**src/rtl/rat_path_player.sv**
```systemverilog
`default_nettype none
// ============================================================================
//  Module      : rat_path_player
//  Description : Replays 2-bit move opcodes popped from the solver's path
//                queue, pacing one move every STEP_CYCLES cycles from (0,0).
//  Revision    : 1.0 - initial release
// ============================================================================
module rat_path_player #(
    parameter int unsigned    STEP_CYCLES = 4,
    parameter int unsigned    CNT_W       = 8,
    parameter logic [3:0]     GOAL_X      = 4'd15,
    parameter logic [3:0]     GOAL_Y      = 4'd15
) (
    input  logic             clk,
    input  logic             rst,
    input  logic             run,
    input  logic             q_empty,
    input  logic [1:0]       q_out,
    output logic             dequeue,
    output logic [3:0]       pos_x,
    output logic [3:0]       pos_y,
    output logic             step_valid,
    output logic [CNT_W-1:0] move_count,
    output logic             busy,
    output logic             play_done,
    output logic             arrived,
    output logic             err_oob
);

    localparam int unsigned           PACE_W    = (STEP_CYCLES > 2) ? $clog2(STEP_CYCLES) : 1;
    localparam logic [PACE_W-1:0]     PACE_LOAD = PACE_W'(STEP_CYCLES - 2);

    typedef enum logic [2:0] {
        S_IDLE  = 3'd0,
        S_FETCH = 3'd1,
        S_APPLY = 3'd2,
        S_HOLD  = 3'd3,
        S_FIN   = 3'd4
    } state_t;

    state_t             state_q, state_d;
    logic [1:0]         mv_q, mv_d;
    logic [3:0]         pos_x_q, pos_x_d;
    logic [3:0]         pos_y_q, pos_y_d;
    logic [CNT_W-1:0]   cnt_q, cnt_d;
    logic [PACE_W-1:0]  pace_q, pace_d;
    logic               step_valid_q, step_valid_d;
    logic               arrived_q, arrived_d;
    logic               err_q, err_d;

    logic [3:0]         next_x;
    logic [3:0]         next_y;
    logic               leaves_grid;

    // Candidate position for the latched move; coordinates never wrap.
    always_comb begin
        next_x      = pos_x_q;
        next_y      = pos_y_q;
        leaves_grid = 1'b0;
        case (mv_q)
            2'b00: begin leaves_grid = (pos_x_q == 4'd15); next_x = pos_x_q + 4'd1; end
            2'b01: begin leaves_grid = (pos_y_q == 4'd15); next_y = pos_y_q + 4'd1; end
            2'b10: begin leaves_grid = (pos_x_q == 4'd0);  next_x = pos_x_q - 4'd1; end
            default: begin leaves_grid = (pos_y_q == 4'd0); next_y = pos_y_q - 4'd1; end
        endcase
    end

    always_comb begin
        state_d      = state_q;
        mv_d         = mv_q;
        pos_x_d      = pos_x_q;
        pos_y_d      = pos_y_q;
        cnt_d        = cnt_q;
        pace_d       = pace_q;
        step_valid_d = 1'b0;
        arrived_d    = arrived_q;
        err_d        = err_q;
        dequeue      = 1'b0;
        play_done    = 1'b0;
        busy         = (state_q != S_IDLE);

        case (state_q)
            S_IDLE: begin
                if (run) begin
                    pos_x_d   = 4'd0;
                    pos_y_d   = 4'd0;
                    cnt_d     = '0;
                    arrived_d = 1'b0;
                    err_d     = 1'b0;
                    state_d   = S_FETCH;
                end
            end
            S_FETCH: begin
                if (q_empty) begin
                    state_d = S_FIN;
                end else begin
                    mv_d    = q_out;
                    dequeue = 1'b1;
                    state_d = S_APPLY;
                end
            end
            S_APPLY: begin
                if (leaves_grid) begin
                    err_d   = 1'b1;
                    state_d = S_FIN;
                end else begin
                    pos_x_d      = next_x;
                    pos_y_d      = next_y;
                    step_valid_d = 1'b1;
                    if (cnt_q != {CNT_W{1'b1}}) begin
                        cnt_d = cnt_q + CNT_W'(1);
                    end
                    pace_d = PACE_LOAD;
                    // With a two-cycle period there is no hold time at all.
                    state_d = (PACE_LOAD == '0) ? S_FETCH : S_HOLD;
                end
            end
            S_HOLD: begin
                pace_d = pace_q - PACE_W'(1);
                if (pace_d == '0) begin
                    state_d = S_FETCH;
                end
            end
            S_FIN: begin
                play_done = 1'b1;
                arrived_d = (pos_x_q == GOAL_X) && (pos_y_q == GOAL_Y) && !err_q;
                state_d   = S_IDLE;
            end
            default: begin
                state_d = S_IDLE;
            end
        endcase
    end

    always_ff @(posedge clk) begin
        if (rst) begin
            state_q      <= S_IDLE;
            mv_q         <= 2'b00;
            pos_x_q      <= 4'd0;
            pos_y_q      <= 4'd0;
            cnt_q        <= '0;
            pace_q       <= '0;
            step_valid_q <= 1'b0;
            arrived_q    <= 1'b0;
            err_q        <= 1'b0;
        end else begin
            state_q      <= state_d;
            mv_q         <= mv_d;
            pos_x_q      <= pos_x_d;
            pos_y_q      <= pos_y_d;
            cnt_q        <= cnt_d;
            pace_q       <= pace_d;
            step_valid_q <= step_valid_d;
            arrived_q    <= arrived_d;
            err_q        <= err_d;
        end
    end

    assign pos_x      = pos_x_q;
    assign pos_y      = pos_y_q;
    assign step_valid = step_valid_q;
    assign move_count = cnt_q;
    assign arrived    = arrived_q;
    assign err_oob    = err_q;

endmodule
`default_nettype wire
```
**config.mk**
```make
export PLATFORM = sky130hd
export DESIGN_NAME = rat_path_player
export DESIGN_NICKNAME = d
export VERILOG_FILES = /design/src/rtl/rat_path_player.sv
export SDC_FILE = /design/constraint.sdc
export NUM_CORES = 1
export LEC_CHECK = 0
export CELL_PAD_IN_SITES_DETAIL_PLACEMENT = 0
export CELL_PAD_IN_SITES_GLOBAL_PLACEMENT = 1
export CORE_AREA = 2 2 65 67
export DETAILED_ROUTE_END_ITERATION = 6
export DIE_AREA = 0 0 67 69
export HOLD_SLACK_MARGIN = 0.02
export PLACE_DENSITY_LB_ADDON = 0.15
export SYNTH_ARGS = -nofsm -noshare
export SYNTH_HDL_FRONTEND = slang
export SYNTH_SLANG_ARGS = --single-unit
```
**constraint.sdc**
```tcl
create_clock -name clk -period 6.2 [get_ports clk]
set_input_delay 1.55 -clock clk [delete_from_list [all_inputs] [get_ports clk]]
set_output_delay 1.55 -clock clk [all_outputs]
set_load 0.02 [all_outputs]
```
==> flow_summary.json, run 1 <==
{
  "status": "complete, no violations",
  "portBuffers": 27,
  "p_comb_share_pct": 17.8,
  "diodes": 0,
  "synth_area_leaders": "dfxtp_1, ha_1, nor2_1",
  "layout-drive-gt1-share_pct": 6.22,
  "critPathLaunchType": "input pin",
  "p_int_mw": 0.286,
  "yosysWarnings": 0,
  "finalSetupViolations": 0,
  "p_sw_mw": 0.106,
  "antenna_found_initial": 0,
  "wl_mm": 3.96,
  "dp.cells": 255,
  "fin_setup_tns_ps": 0,
  "p_per_area_nw_per_um2": 201,
  "yosysTopAreaCellShare_pct": 33.0,
  "pwr-share-clk_pct": 36.6,
  "layout_common_cells": "clkdlybuf4s50_1, dfxtp_1, nor2_1, nand2_1, a21oi_1",
  "peakVddDrop_v": 0.0000834,
  "dr_total_vias": 1530,
  "synth_compound_area_share_pct": 27.3,
  "post_cts.repair.setup_buffers": 0,
  "final_max_slew_viol_count": 0,
  "layout_commonest_cell": "clkdlybuf4s50_1",
  "grt_pass1_vias": 1421,
  "yosys.area_share.simple_pct": 23.5,
  "grtUsageTotal_pct": 17.8,
  "pin_count": 28,
  "cts.sinks": 26,
  "syn_inst": 184,
  "hold_path.class": "reg -> reg",
  "dp_slack_ps": 1640,
  "ys_seq_area_share_pct": 33.0,
  "syn_to_final_growth_pct": 23.7,
  "skew_ps": 11.2,
  "holdWs_ps": 494,
  "ys_ff_latch": 26,
  "cts_hold_buf": 0,
  "crit_type": "in -> out",
  "rsz0062_at_grt": "no",
  "nNetsFinal": 224,
  "antenna_left": 0,
  "synth_area_um2": 1580,
  "synthMuxAreaShare_pct": 1.99,
  "dp_hpwl_mm": 2.79,
  "synth_edf_count": 0,
  "numCtsBuffers": 3,
  "final_util_pct": 49.8,
  "drc": 0,
  "fin_crit_sh_pct": 73.3,
  "synthXorXnorAreaFrac_pct": 2.22,
  "cp-end-kind": "output pin",
  "p_leak_nw": 0.680,
  "dieArea_um2": 4620,
  "seq_power_share_pct": 45.6,
  "layout.cells.non_filler": 259,
  "switching_share_pct": 27.0,
  "post_cts_resized": 0,
  "drt_first_pass_iters": 4,
  "max_freq_ghz": 0.220,
  "grt_pass1_wl_mm": 6.63,
  "synthArstFlopShare_pct": 0,
  "cts_tree": "yes",
  "initial_core_util_pct": 40.2,
  "num_rows": 23,
  "cts_root_buf": "clkbuf_8",
  "synthDistinctLibCells": 54,
  "synth_top_flop_cell": "dfxtp_1",
  "routedWlPerCell_um": 15.3,
  "clock_path_buffers": 2,
  "grt_start_max_net_pins": 33,
  "viasPerCell": 5.91,
  "synthAdderAreaFrac_pct": 7.31,
  "setup_ws_ps": 1660,
  "slew_headroom_pct": 18.7,
  "core_region_area_um2": 3910,
  "worst_pin_slew_ps": 1220,
  "synth_top_family_by_area": "compound AO/OA/AOI/OAI gates",
  "synth_top_cell_by_area": "dfxtp_1",
  "routabilityCongestion": 0.868,
  "die_h_um": 69,
  "synth.avg_cell_area_um2": 8.56,
  "critPathArrivalTime_ps": 2990,
  "required_ps": 4650,
  "ctsHtreeMaxLevel": 1,
  "path_max_fanout": 2,
  "final-hold-violation-count": 0,
  "insertion_delay_ps": 270,
  "clkTransAtPathRegs_ps": 100,
  "fin_crit_ps": 4540,
  "overflow": 0,
  "syn-num-nets": 198,
  "drtIter0Drc": 104,
  "drv_cap": 0,
  "die_x_um": 67
}
## synthesized netlist by cell type (5+ instances only)
cell type and number:
dfxtp_1 26, nor2_1 19, nand2_1 12, a21oi_1 10, inv_1 9, a31oi_1 6, ha_1 6, nand2b_1 5
nand3_1 5, o211ai_1 5, or4_1 5
## through the flow
stage	area [um2]	power (mW)
2_1_floorplan	1580	0.230
3_3_place_gp	1880	0.250
3_5_place_dp	1880	0.252
4_1_cts	1950	0.393
5_1_grt	1950	0.408
6_report	1950	0.392
## cell type report
cell class,count,area [um2]
multi-input combinational,142,982
tap,50,62.6
sequential,26,520
inverter,9,33.8
clock inverter,1,30.0
fill,395,1970
timing repair buffer,28,278
clock buffer,3,41.3
## cells by family (layout without fill, tap and decap cells)
kind of cell / after synthesis / count (layout)
XOR/XNOR: 4 / 4
adder cells (fa/ha/maj): 8 / 8
multiplexers: 3 / 3
AND/OR/NAND/NOR: 70 / 70
flip-flops: 26 / 26
buffers and inverters: 16 / 41
AO/OA/AOI/OAI: 57 / 57
## state kept, by name, indices dropped and copies added (netlist names)
name and flops:
err_oob 1, mv_q 2, pos_y 4, pace_q 2
step_valid 1, move_count 8, pos_x 4, arrived 1
state_q 3
## power groups by stage
stage               sequential, mW  combinational [mW]  clock (mW)
finish                       0.179              0.0697       0.144
global route                 0.180              0.0766       0.151
CTS                          0.179              0.0694       0.144
detailed placement           0.183              0.0690           0
global placement             0.183              0.0676           0
floorplan                    0.182              0.0482           0
## final timing paths
check / from / end / slack [ps] / cells past startpoint
worst min-delay path: move_count[6]$_SDFFE_PP0P_ / move_count[6]$_SDFFE_PP0P_ / 490 / 2
worst max register to register: mv_q[1]$_SDFFE_PP0N_ / pos_x[3]$_SDFFE_PP0P_ / 3780 / 8
worst min register to register: move_count[6]$_SDFFE_PP0P_ / move_count[6]$_SDFFE_PP0P_ / 490 / 2
worst max-delay path: q_empty / dequeue / 1660 / 3
## worst max-delay path, cell delays in order
cell	delay (ps)
clkdlybuf4s50_1	420
nor4b_1	340
clkdlybuf4s50_1	680
## metal layers
layer	vias to the layer above	part of all wire, %	global-route usage (%)
met5	-	0	0
met4	0	0.61	5.90
met3	2	2.7	1.96
met2	34	48	27.9
met1	744	49	25.2
li1	750	-	-
Power figures use the tool's default switching activity.
==> run 2, diff against run 1 <==
- CORE_AREA: 2 2 65 67 -> 2 2 71 73
- DIE_AREA: 0 0 67 69 -> 0 0 73 75
- clock period: 6.2 -> 3.85 ns (I/O delays scaled with it)
==> flow_summary.json, run 2 (same netlist as run 1, synthesis figures left out) <==
{
  "overflow": 0,
  "critPathArrivalTime_ps": 2390,
  "antenna_found_initial": 0,
  "max_freq_ghz": 0.298,
  "syn_to_final_growth_pct": 23.4,
  "drv_cap": 0,
  "diodes": 0,
  "final_max_slew_viol_count": 0,
  "layout-drive-gt1-share_pct": 6.67,
  "dieArea_um2": 5480,
  "crit_type": "in -> out",
  "reg2reg_to": "pos_x[3]$_SDFFE_PP0P_",
  "largest_reg_flops": 8,
  "core_region_area_um2": 4660,
  "layout_commonest_cell": "clkdlybuf4s50_1",
  "wl_mm": 4.05,
  "dp_hpwl_mm": 2.95,
  "nNetsFinal": 225,
  "status": "complete, no violations",
  "cts_tree": "yes",
  "r2r_slack_ps": 1500,
  "num_rows": 25,
  "pin_count": 28,
  "finalInstanceArea_um2": 1940,
  "routedWlPerCell_um": 15.3,
  "layout_common_cells": "clkdlybuf4s50_1, dfxtp_1, nor2_1, nand2_1, a21oi_1",
  "routabilityCongestion": 0.748,
  "slew_headroom_pct": 48.1,
  "cp-end-kind": "output pin",
  "antenna_left": 0,
  "worstReg2RegStart": "mv_q[1]$_SDFFE_PP0N_",
  "detailed_place.area_um2": 1890,
  "p_leak_nw": 0.677,
  "hold_end": "pace_q[1]$_SDFFE_PP0P_",
  "hold_path.class": "reg -> reg",
  "min_path_cells": 2,
  "p_per_area_nw_per_um2": 301,
  "skew_ps": 8.48,
  "worst_pin_slew_ps": 778,
  "numCtsBuffers": 3,
  "fin_crit_sh_pct": 87.2,
  "fin_setup_tns_ps": 0,
  "cts_root_buf": "clkbuf_8",
  "ctsHtreeMaxLevel": 1,
  "setup_ws_ps": 494,
  "fin_crit_ps": 3360,
  "cts.sinks": 26,
  "required_ps": 2890,
  "path_max_fanout": 2,
  "grt_start_max_net_pins": 21,
  "grt_pass1_vias": 1374,
  "die_h_um": 75,
  "regArea_um2": 520,
  "initial_core_util_pct": 33.8,
  "holdWs_ps": 489,
  "holdCritStartpoint": "pace_q[1]$_SDFFE_PP0P_",
  "grtUsageTotal_pct": 15.6,
  "die_x_um": 73,
  "multiInputGateArea_um2": 982,
  "dp_slack_ps": 497,
  "dr_total_vias": 1485,
  "final-hold-violation-count": 0,
  "nFillCells": 483,
  "drt_first_pass_iters": 4,
  "cts_hold_buf": 0,
  "drc": 0,
  "viasPerCell": 5.63,
  "drtIter0Drc": 81,
  "post_cts_resized": 0,
  "portBuffers": 27,
  "rsz0062_at_grt": "no",
  "peakVddDrop_v": 0.000109,
  "r2r_cells": 8,
  "critPathLaunchType": "input pin",
  "clock_path_buffers": 2,
  "insertion_delay_ps": 280,
  "post_cts.repair.setup_buffers": 0,
  "grt_pass1_wl_mm": 6.61,
  "finalSetupViolations": 0,
  "clkTransAtPathRegs_ps": 90
}
-- run 2: stage by stage --
step                power, mW  std cells  utilization, %
finish                  0.585        264            41.7
global route            0.616        264            41.7
CTS                     0.590        264            41.7
detailed placement      0.408        260            40.5
global placement        0.406        260            40.5
floorplan               0.371        184               -
-- run 2: critical path: stages --
cell and delay (ps):
clkdlybuf4s50_1 420, nor4b_1 330, clkdlybuf4s50_1 680
-- run 2: power by group --
group	internal, mW	switching, mW	leakage (nW)	total, mW
logic	0.0465	0.0650	0.439	0.111
clock network	0.0916	0.0929	0.0288	0.184
registers	0.276	0.0127	0.210	0.289
-- run 2: how the worst max path moves through the flow --
stage                  from       to  slack [ps]  cells after the start
CTS                 q_empty  dequeue         490                      3
finish              q_empty  dequeue         490                      3
global placement    q_empty  dequeue         510                      3
global route        q_empty  dequeue         360                      3
detailed placement  q_empty  dequeue         500                      3
floorplan           q_empty  dequeue         810                      1
-- run 2: layout make-up --
cell class	count	share of cell area (%)
Clock buffer	4	2.83
Tap cell	54	3.47
Multi-Input combinational cell	142	50.5
Sequential cell	26	26.8
Timing Repair Buffer	29	14.7
Inverter	9	1.74
-- run 2: routing by layer --
layer,up-vias,share of wire [%],track usage (%)
met5,-,0,0
met4,0,0.54,4.94
met3,2,2.3,2.41
met2,18,49,26.6
met1,715,48,20.3
li1,750,-,-
==> run 3, diff against run 2 <==
- CAP_MARGIN: default -> 20
==> results of run 3 <==
Final layout, timing and power as in run 2 (identical DEF).
